[src/rtl/seg_scan_arbiter_pkg.sv]
// Shared types and constants for the multiplexed seven-segment display path.
// Segment codes are {a,b,c,d,e,f,g,dp} with bit7 = a.
package seg_scan_arbiter_pkg;

    typedef logic [3:0] nib_t;

    localparam nib_t       NIB_DASH  = 4'hA;
    localparam nib_t       NIB_BLANK = 4'hF;

    localparam logic [7:0] SEG_DASH  = 8'b0000_0010;
    localparam logic [7:0] SEG_BLANK = 8'b0000_0000;

endpackage

[src/rtl/seg_decode.sv]
// Combinational BCD nibble to seven-segment code; 0xA is a dash, 0xB-0xF blank.
module seg_decode
    import seg_scan_arbiter_pkg::*;
(
    input  nib_t       i_nib,
    output logic [7:0] o_seg
);

    always_comb begin
        o_seg = SEG_BLANK;
        case (i_nib)
            4'h0:     o_seg = 8'b1111_1100;
            4'h1:     o_seg = 8'b0110_0000;
            4'h2:     o_seg = 8'b1101_1010;
            4'h3:     o_seg = 8'b1111_0010;
            4'h4:     o_seg = 8'b0110_0110;
            4'h5:     o_seg = 8'b1011_0110;
            4'h6:     o_seg = 8'b1011_1110;
            4'h7:     o_seg = 8'b1110_0000;
            4'h8:     o_seg = 8'b1111_1110;
            4'h9:     o_seg = 8'b1111_0110;
            NIB_DASH: o_seg = SEG_DASH;
            default:  o_seg = SEG_BLANK;
        endcase
    end

endmodule

[src/rtl/seg_scan_arbiter.sv]
// Shares the 8-digit multiplexed display between fixed-priority requesters;
// ownership changes only at frame boundaries, outputs load one cycle after each scan tick.
module seg_scan_arbiter
    import seg_scan_arbiter_pkg::*;
#(
    parameter int NREQ      = 3,
    parameter int SCAN_DIV  = 200000,
    parameter int BLINK_DIV = 50000000
) (
    input  logic                 clk,
    input  logic                 rst,
    input  logic [NREQ-1:0]      req,
    input  logic [NREQ*32-1:0]   digits,
    input  logic [NREQ*8-1:0]    blink_mask,
    output logic [NREQ-1:0]      gnt,
    output logic                 frame_done,
    output logic [7:0]           seg_data1,
    output logic [7:0]           seg_data2,
    output logic [7:0]           seg_which
);

    localparam int SCAN_W  = (SCAN_DIV  > 1) ? $clog2(SCAN_DIV)  : 1;
    localparam int BLINK_W = (BLINK_DIV > 1) ? $clog2(BLINK_DIV) : 1;
    localparam logic [SCAN_W-1:0]  SCAN_LAST  = SCAN_W'(SCAN_DIV - 1);
    localparam logic [BLINK_W-1:0] BLINK_LAST = BLINK_W'(BLINK_DIV - 1);

    logic [SCAN_W-1:0]  r_scan_cnt;
    logic [2:0]         r_idx;
    logic               r_tick_d;
    logic [BLINK_W-1:0] r_blink_cnt;
    logic               r_phase;
    logic [NREQ-1:0]    r_gnt;
    logic [7:0]         r_seg;
    logic [7:0]         r_which;

    logic               w_tick;
    logic               w_frame_end;
    logic [NREQ-1:0]    w_arb;
    logic [31:0]        w_own_digits;
    logic [7:0]         w_own_mask;
    logic [2:0]         w_pos;
    nib_t               w_nib;
    logic [7:0]         w_seg;
    logic               w_blank;
    logic               w_idle;

    assign w_tick      = (r_scan_cnt == SCAN_LAST);
    assign w_frame_end = w_tick && (r_idx == 3'd7);

    // Lowest set request wins: iterate downward so the last hit is the lowest index.
    always_comb begin
        w_arb = '0;
        for (int i = NREQ - 1; i >= 0; i--) begin
            if (req[i]) begin
                w_arb    = '0;
                w_arb[i] = 1'b1;
            end
        end
    end

    always_comb begin
        w_own_digits = '0;
        w_own_mask   = '0;
        for (int i = 0; i < NREQ; i++) begin
            if (r_gnt[i]) begin
                w_own_digits = w_own_digits | digits[32*i +: 32];
                w_own_mask   = w_own_mask   | blink_mask[8*i +: 8];
            end
        end
    end

    // Digit k is the k-th nibble from the left and drives select bit 7-k.
    assign w_pos   = 3'd7 - r_idx;
    assign w_nib   = w_own_digits[{w_pos, 2'b00} +: 4];
    assign w_blank = r_phase & w_own_mask[w_pos];
    assign w_idle  = ~|r_gnt;

    seg_decode u_seg_decode (
        .i_nib (w_nib),
        .o_seg (w_seg)
    );

    always_ff @(posedge clk) begin
        if (rst) begin
            r_scan_cnt  <= '0;
            r_idx       <= '0;
            r_tick_d    <= 1'b0;
            r_blink_cnt <= '0;
            r_phase     <= 1'b0;
            r_gnt       <= '0;
            r_seg       <= '0;
            r_which     <= '0;
        end else begin
            r_tick_d <= w_tick;

            if (w_tick) begin
                r_scan_cnt <= '0;
                r_idx      <= r_idx + 3'd1;
            end else begin
                r_scan_cnt <= r_scan_cnt + SCAN_W'(1);
            end

            if (w_frame_end) begin
                r_gnt <= w_arb;
            end

            // A new owner always starts in the visible half of the blink cycle.
            if (w_frame_end && (w_arb != r_gnt)) begin
                r_blink_cnt <= '0;
                r_phase     <= 1'b0;
            end else if (r_blink_cnt == BLINK_LAST) begin
                r_blink_cnt <= '0;
                r_phase     <= ~r_phase;
            end else begin
                r_blink_cnt <= r_blink_cnt + BLINK_W'(1);
            end

            if (r_tick_d) begin
                if (w_idle) begin
                    r_seg   <= SEG_BLANK;
                    r_which <= '0;
                end else begin
                    r_seg   <= w_seg;
                    r_which <= w_blank ? 8'd0 : (8'd1 << w_pos);
                end
            end
        end
    end

    assign gnt        = r_gnt;
    assign frame_done = w_frame_end & ~rst;
    assign seg_data1  = r_seg;
    assign seg_data2  = r_seg;
    assign seg_which  = r_which;

endmodule
[config.mk]
export PLATFORM = sky130hd
export DESIGN_NAME = seg_scan_arbiter
export DESIGN_NICKNAME = d
export VERILOG_FILES = /design/src/rtl/seg_scan_arbiter_pkg.sv /design/src/rtl/seg_decode.sv /design/src/rtl/seg_scan_arbiter.sv
export SDC_FILE = /design/constraint.sdc
export NUM_CORES = 1
export LEC_CHECK = 0
export BUFFER_PORTS_ARGS = -buffer_cell sky130_fd_sc_hd__buf_2
export CELL_PAD_IN_SITES_DETAIL_PLACEMENT = 1
export CELL_PAD_IN_SITES_GLOBAL_PLACEMENT = 2
export CORE_ASPECT_RATIO = 0.8
export CORE_MARGIN = 2
export CORE_UTILIZATION = 26
export CTS_CLUSTER_DIAMETER = 50
export DETAILED_ROUTE_END_ITERATION = 8
export PLACE_DENSITY = 0.78
export SYNTH_ARGS = -nofsm -noshare
export SYNTH_HDL_FRONTEND = slang
export SYNTH_SLANG_ARGS = --single-unit
[constraint.sdc]
create_clock -name clk -period 3.1 [get_ports clk]
set_input_delay 0.465 -clock clk [delete_from_list [all_inputs] [get_ports clk]]
set_output_delay 0.465 -clock clk [all_outputs]
set_load 0.03 [all_outputs]
==> results of run 1 <==
-- registers in the layout, summed over array words and instances, names as in the netlist --
signal,flops
r_blink_cnt,26
seg_data1,7
r_idx,3
gnt,3
r_phase,1
seg_which,8
r_tick_d,1
r_scan_cnt,18
-- worst max-delay path: stages, from the launching register on --
cell and delay, ns:
dfxtp_2 0.64, buf_4 0.39, mux2_2 0.39, a21o_1 0.18, mux4_2 0.48, a211oi_2 0.30, a22o_1 0.18
-- cell type report --
type	count	area share
multi-input cells	391	0.480
flip-flops and latches	67	0.248
repair buffers	160	0.152
well taps	215	0.0497
clock buffers	9	0.0416
clock inverters	7	0.0187
inverters	14	0.00970
-- per-stage QoR --
stage | instances | worst slack, ns | hold slack [ns] | total power [W] | util
6_report | 863 | 0.449 | 0.434 | 0.00210 | 0.341
5_1_grt | 863 | 0.321 | 0.442 | 0.00219 | 0.341
4_1_cts | 863 | 0.432 | 0.430 | 0.00213 | 0.341
3_5_place_dp | 847 | 0.453 | 0.443 | 0.00102 | 0.320
3_3_place_gp | 847 | 0.573 | 0.427 | 0.00102 | 0.320
2_1_floorplan | 512 | 0.470 | 0.417 | 0.000935 | -
-- where the power goes --
part / leakage (nW) / switching [W] / internal (W)
clock network: 0.152 / 0.000392 / 0.000709
registers: 0.541 / 0.00000579 / 0.000868
logic: 1.54 / 0.0000549 / 0.0000719
total: 2.23 / 0.000453 / 0.00165
-- routing by layer --
layer,wire (um),part of all wire,global-route usage,up-vias
met3,409,0.030,0.0336,14
li1,-,-,-,2091
met1,6330,0.47,0.198,2054
met5,0,0,0,-
met2,6660,0.49,0.275,69
met4,193,0.014,0.0385,0
-- worst max path at each step --
stage	from	endpoint	slack (ns)	cells after the start
6_report	r_idx[1]	seg_which[2]	0.45	6
5_1_grt	r_idx[1]	seg_data1[6]	0.32	7
4_1_cts	r_idx[1]	seg_which[2]	0.43	6
3_5_place_dp	r_idx[1]	seg_which[2]	0.45	6
3_3_place_gp	r_idx[1]	seg_which[1]	0.57	6
2_1_floorplan	gnt[1]	seg_data1[6]	0.47	10
-- kinds of logic after synthesis --
| group | after synthesis | synth area share |
|---|---|---|
| muxes | 25 | 0.0685 |
| xor gates and xnor gates | 45 | 0.0927 |
| other | 1 | 0.000882 |
| buffers and inverters | 54 | 0.0744 |
| AOI/OAI and AO/OA | 107 | 0.187 |
| adders and majority gates | 13 | 0.0382 |
| DFF | 67 | 0.315 |
| and+or+nand+nor | 199 | 0.223 |
-- cells in the final DEF (no fill, tap or decap), drive strengths merged, types with 3 or more instances in the layout --
master and n:
a221o 5, and2 3, a222oi 4, dfxtp 67
a22oi 17, mux2 13, nor3 8, xnor2 22
nor2b 5, o22ai 5, nand2b 3, o211ai 4
mux2i 10, nor2 76, buf 160, nand3 27
clkbuf 9, inv 14, nand4b 4, a22o 11
or2 3, nand2 38, xor2 23, a21oi 20
a221oi 10, nand4 10, ha 13, and3 6
clkinv 3, a211o 4, nor4 6, o21ai 12
a211oi 4
==> flow_metrics.tcl, run 1 <==
set metrics [dict create \
    run_status "completed" \
    vias_per_cell 4.90 \
    hold_viol 0 \
    worstHoldPathType "primary input to flop" \
    ir_worst_vdd_v 0.000276 \
    start_util 0.267 \
    yosysUniqueCellTypes 58 \
    nets 781 \
    drive_gt1_frac 0.307 \
    critPathKind "flop to flop" \
    fmax_ghz 0.377 \
    hpwl_mm 10.8 \
    cts_max_path_buffers 2 \
    areaGrowthSynthToFinish_pct 27.3 \
    hold_start "req[0]" \
    synth_edf_count 0 \
    slew_violations 0 \
    seq_area_sq_um 1340 \
    r2r_cells 6 \
    synth_top_area_frac 0.315 \
    die-area_sq_um 17400 \
    hold_depth 3 \
    rsz0062_at_grt "no" \
    clock_latency_ns 0.33 \
    synth.area.top_cells "dfxtp_1 (32%), nor2_1 (6.7%), xor2_1 (4.7%), xnor2_1 (4.5%), ha_1 (3.8%)" \
    cts_resized 0 \
    p_per_area_nw_per_um2 388 \
    grtUsageTotal 0.157 \
    fillers 1960 \
    worstHoldEndpoint "gnt[0]" \
    synth-seq-cells 67 \
    design.core.area_sq_um 15900 \
    cts_tree "built" \
    period_share 0.855 \
    ant_nets 0 \
    yosysMostFrequentCell "nor2_1" \
    clk_pin_slew_ns 0.06 \
    overflow 0 \
    seq_area_frac_synth 0.315 \
    synth_area_leader_cell "dfxtp_1" \
    drc 0 \
    numCtsBuffers 9 \
    start_kind "flop" \
    antenna_found_initial 0 \
    dpl-instance-area_sq_um 5090 \
    dr.pass1.iters 5 \
    die_y_um 118 \
    root_buffer "clkbuf_16" \
    die_w_um 147 \
    grt_max_degree 26 \
    rr_startpoint "r_idx[1]" \
    arrival_ns 2.92 \
    syn_inst 511 \
    final_cell_area_sq_um 5420 \
    drt_iter0_drc 132 \
    worst_slew_pin_slew_ns 0.713 \
    multi_input_area_sq_um 2600 \
    critPathRequiredTime_ns 3.37 \
    leakage_nw 2.23 \
    cap_violations 0 \
    num_vias 4228 \
    ys_async_sr_fraction 0 \
    grt_pass1_vias 4536 \
    critPathCaptureType "flop" \
    cts_hold_buf 0 \
    slew-limit-headroom 0.523 \
    wl_per_cell_um 15.8 \
    fin_worst_skew_ns 0.0107 \
    post-route-min-period_ns 2.65 \
    r2r_slack_ns 0.45 \
    io_pins 153 \
    port_buffers 150 \
    h-tree-depth 3 \
    diodes 0 \
    rows 41 \
    worstReg2RegEnd "seg_which[2]" \
    place.gp.congestion 0.797 \
    worst-path-max-fanout 25 \
    setup_viol 0 \
    cts_num_sinks 67 \
    setup_tns_ns 0 \
    ys_warn_count 0 \
    post_cts_buffers 0 \
    grt_pass1_wl_mm 22.5 \
    syn_avg_cell_area_sq_um 8.32 \
    yosys_most_used_dff "dfxtp_1" \
    netlist_area_sq_um 4250 \
    synth_common_cells "nor2_1 (76), dfxtp_1 (67), nand2_1 (38)" \
    drt_wl_total_mm 13.6 \
]
Power figures use the tool's default switching activity.
==> run 2: changes to the inputs <==
- REMOVE_ABC_BUFFERS: not set -> 1
==> run 2 against run 1 <==
Clock power decreased by 9%. Final area decreased by 0.74%. Die area unchanged. Worst setup slack improved by 0.041 ns. Via count increased by 0.69%. Core utilization decreased by 0.25 points. Clock-buffer cell count increased by 1. Power decreased by 4.8%. Global-route usage increased by 0.43 points. Hold slack improved by 0.0098 ns. Clock skew decreased by 0.0056 ns. Critical path depth unchanged. Highest routed layer unchanged.
==> flow_metrics.tcl, run 2 (synthesis results as in run 1) <==
set metrics [dict create \
    run_status "completed" \
    power_frac_clock 0.499 \
    rsz0062_at_grt "no" \
    fmax_ghz 0.383 \
    leakage_nw 2.22 \
    crit_chain "inv_1 > a221oi_1 > o21ai_0 > mux4_2 > a211oi_2 > a22o_1" \
    dr.pass1.iters 4 \
    setup_tns_ns 0 \
    slew-limit-headroom 0.470 \
    overflow 0 \
    worstReg2RegEnd "seg_which[1]" \
    worst-path-max-fanout 31 \
    nets 780 \
    cts_tree "built" \
    arrival_ns 2.88 \
    drt_iter0_drc 181 \
    p_per_area_nw_per_um2 372 \
    grt_max_degree 32 \
    diodes 0 \
    h-tree-depth 3 \
    critPathCaptureType "flop" \
    die_w_um 147 \
    period_share 0.842 \
    power_w 0.00200 \
    dpl-instance-area_sq_um 5080 \
    cts_num_sinks 67 \
    post_cts_buffers 0 \
    place_ws_ns 0.472 \
    fillers 1955 \
    drt-met1-wl_mm 5.91 \
    wl_per_cell_um 16.0 \
    setup_viol 0 \
    drive_gt1_frac 0.306 \
    slowest_delay_ns 0.72 \
    start_kind "flop" \
    dr_wl_met3_um 704 \
    grtUsageTotal 0.162 \
    antenna_found_initial 0 \
    slew_violations 0 \
    grt_pass1_vias 4550 \
    final_cell_area_sq_um 5380 \
    place.gp.congestion 0.836 \
    p_seq_frac 0.437 \
    root_buffer "clkbuf_16" \
    clock_latency_ns 0.33 \
    hpwl_mm 10.9 \
    ant_nets 0 \
    die_y_um 118 \
    hold_depth 3 \
    die-area_sq_um 17400 \
    cp_slowest_cell "dfxtp_2" \
    worstHoldEndpoint "gnt[0]" \
    fin_worst_skew_ns 0.00516 \
    rows 41 \
    critPathRequiredTime_ns 3.37 \
    final_common_cell "buf_2" \
    start_util 0.267 \
    r2r_cells 6 \
    worst_slew_pin_slew_ns 0.791 \
    worstHoldPathType "primary input to flop" \
    r2r_slack_ns 0.49 \
    cts_resized 0 \
    combPwrFrac 0.064 \
    final_cell_mix "buf_2 (150), nor2_1 (76), dfxtp_1 (66), nand2_1 (38), nand3_1 (27)" \
    fin_util 0.338 \
    cts_hold_buf 0 \
    hold_viol 0 \
    multi_input_area_sq_um 2600 \
    num_vias 4257 \
    power.internal_w 0.00158 \
    regMostFlops "r_blink_cnt" \
    seq_area_sq_um 1340 \
    p_sw_frac 0.212 \
    port_buffers 150 \
    largest_reg_flops 26 \
    hold_start "req[0]" \
    worst_slack_ns 0.490 \
    io_pins 153 \
    grt_pass1_wl_mm 22.9 \
    rr_startpoint "r_idx[1]" \
    drc 0 \
    critPathKind "flop to flop" \
    numCtsBuffers 9 \
    cap_violations 0 \
    design.core.area_sq_um 15900 \
    routed.top_layer "met4" \
    vias_per_cell 4.94 \
    ir_worst_vdd_v 0.000274 \
    wl_met2_mm 6.97 \
    post-route-min-period_ns 2.61 \
    clk_pin_slew_ns 0.06 \
    drt_wl_total_mm 13.8 \
    p_sw_w 0.000424 \
    areaGrowthSynthToFinish_pct 26.4 \
    cts_max_path_buffers 2 \
]
-- run 2: cell types whose count changed in the layout (fill, tap and decap cells not counted) --
cell	change
inv_6	-1
clkbuf_8	+1
buf_4	-1
clkinv_2	+5
clkinvlp_4	-2
clkinv_4	-2
bufinv_16	-1
-- run 2: worst max-delay path, delay by kind of cell, from the launching register on --
| family | cells | cell delay [ns] |
|---|---|---|
| AO/OA/AOI/OAI | 4 | 0.90 |
| flip-flops | 1 | 0.72 |
| multiplexers | 1 | 0.51 |
| buffers and inverters | 1 | 0.42 |
-- run 2: per-layer routing --
metal,vias up,track usage
li1,2091,-
met1,2040,0.192
met2,112,0.291
met3,14,0.0436
met4,0,0.0361
met5,-,0
-- run 2: through the flow --
| stage | instances | hold slack, ns |
|---|---|---|
| after floorplan | 472 | 0.418 |
| after global placement | 846 | 0.429 |
| after detailed placement | 846 | 0.451 |
| after CTS | 862 | 0.438 |
| after global routing | 862 | 0.451 |
| final | 862 | 0.444 |
-- run 2: cell type report --
| class | instances | share of cell area |
|---|---|---|
| multi-input cells | 391 | 0.483 |
| flip-flops and latches | 67 | 0.250 |
| repair buffers | 159 | 0.152 |
| well taps | 215 | 0.0500 |
| clock buffers | 10 | 0.0445 |
| clock inverters | 6 | 0.0102 |
| inverters | 14 | 0.00978 |
-- run 2: worst max path at each step --
stage	cells past startpoint	end	from
final	6	seg_which[1]	r_idx[1]
after global routing	6	seg_data1[6]	r_idx[1]
after CTS	7	seg_data1[6]	r_idx[1]
after detailed placement	7	seg_data1[6]	r_idx[1]
after global placement	7	seg_data1[1]	r_idx[1]
after floorplan	6	seg_which[1]	r_idx[1]
-- run 2: power groups by stage --
stage / Sequential, W / Combinational, W / Clock (W)
floorplan: 0.000891 / 0.0000347 / 0
global placement: 0.000892 / 0.000125 / 0
detailed placement: 0.000893 / 0.000130 / 0
CTS: 0.000874 / 0.000130 / 0.00103
global route: 0.000875 / 0.000144 / 0.00107
finish: 0.000874 / 0.000128 / 0.000998
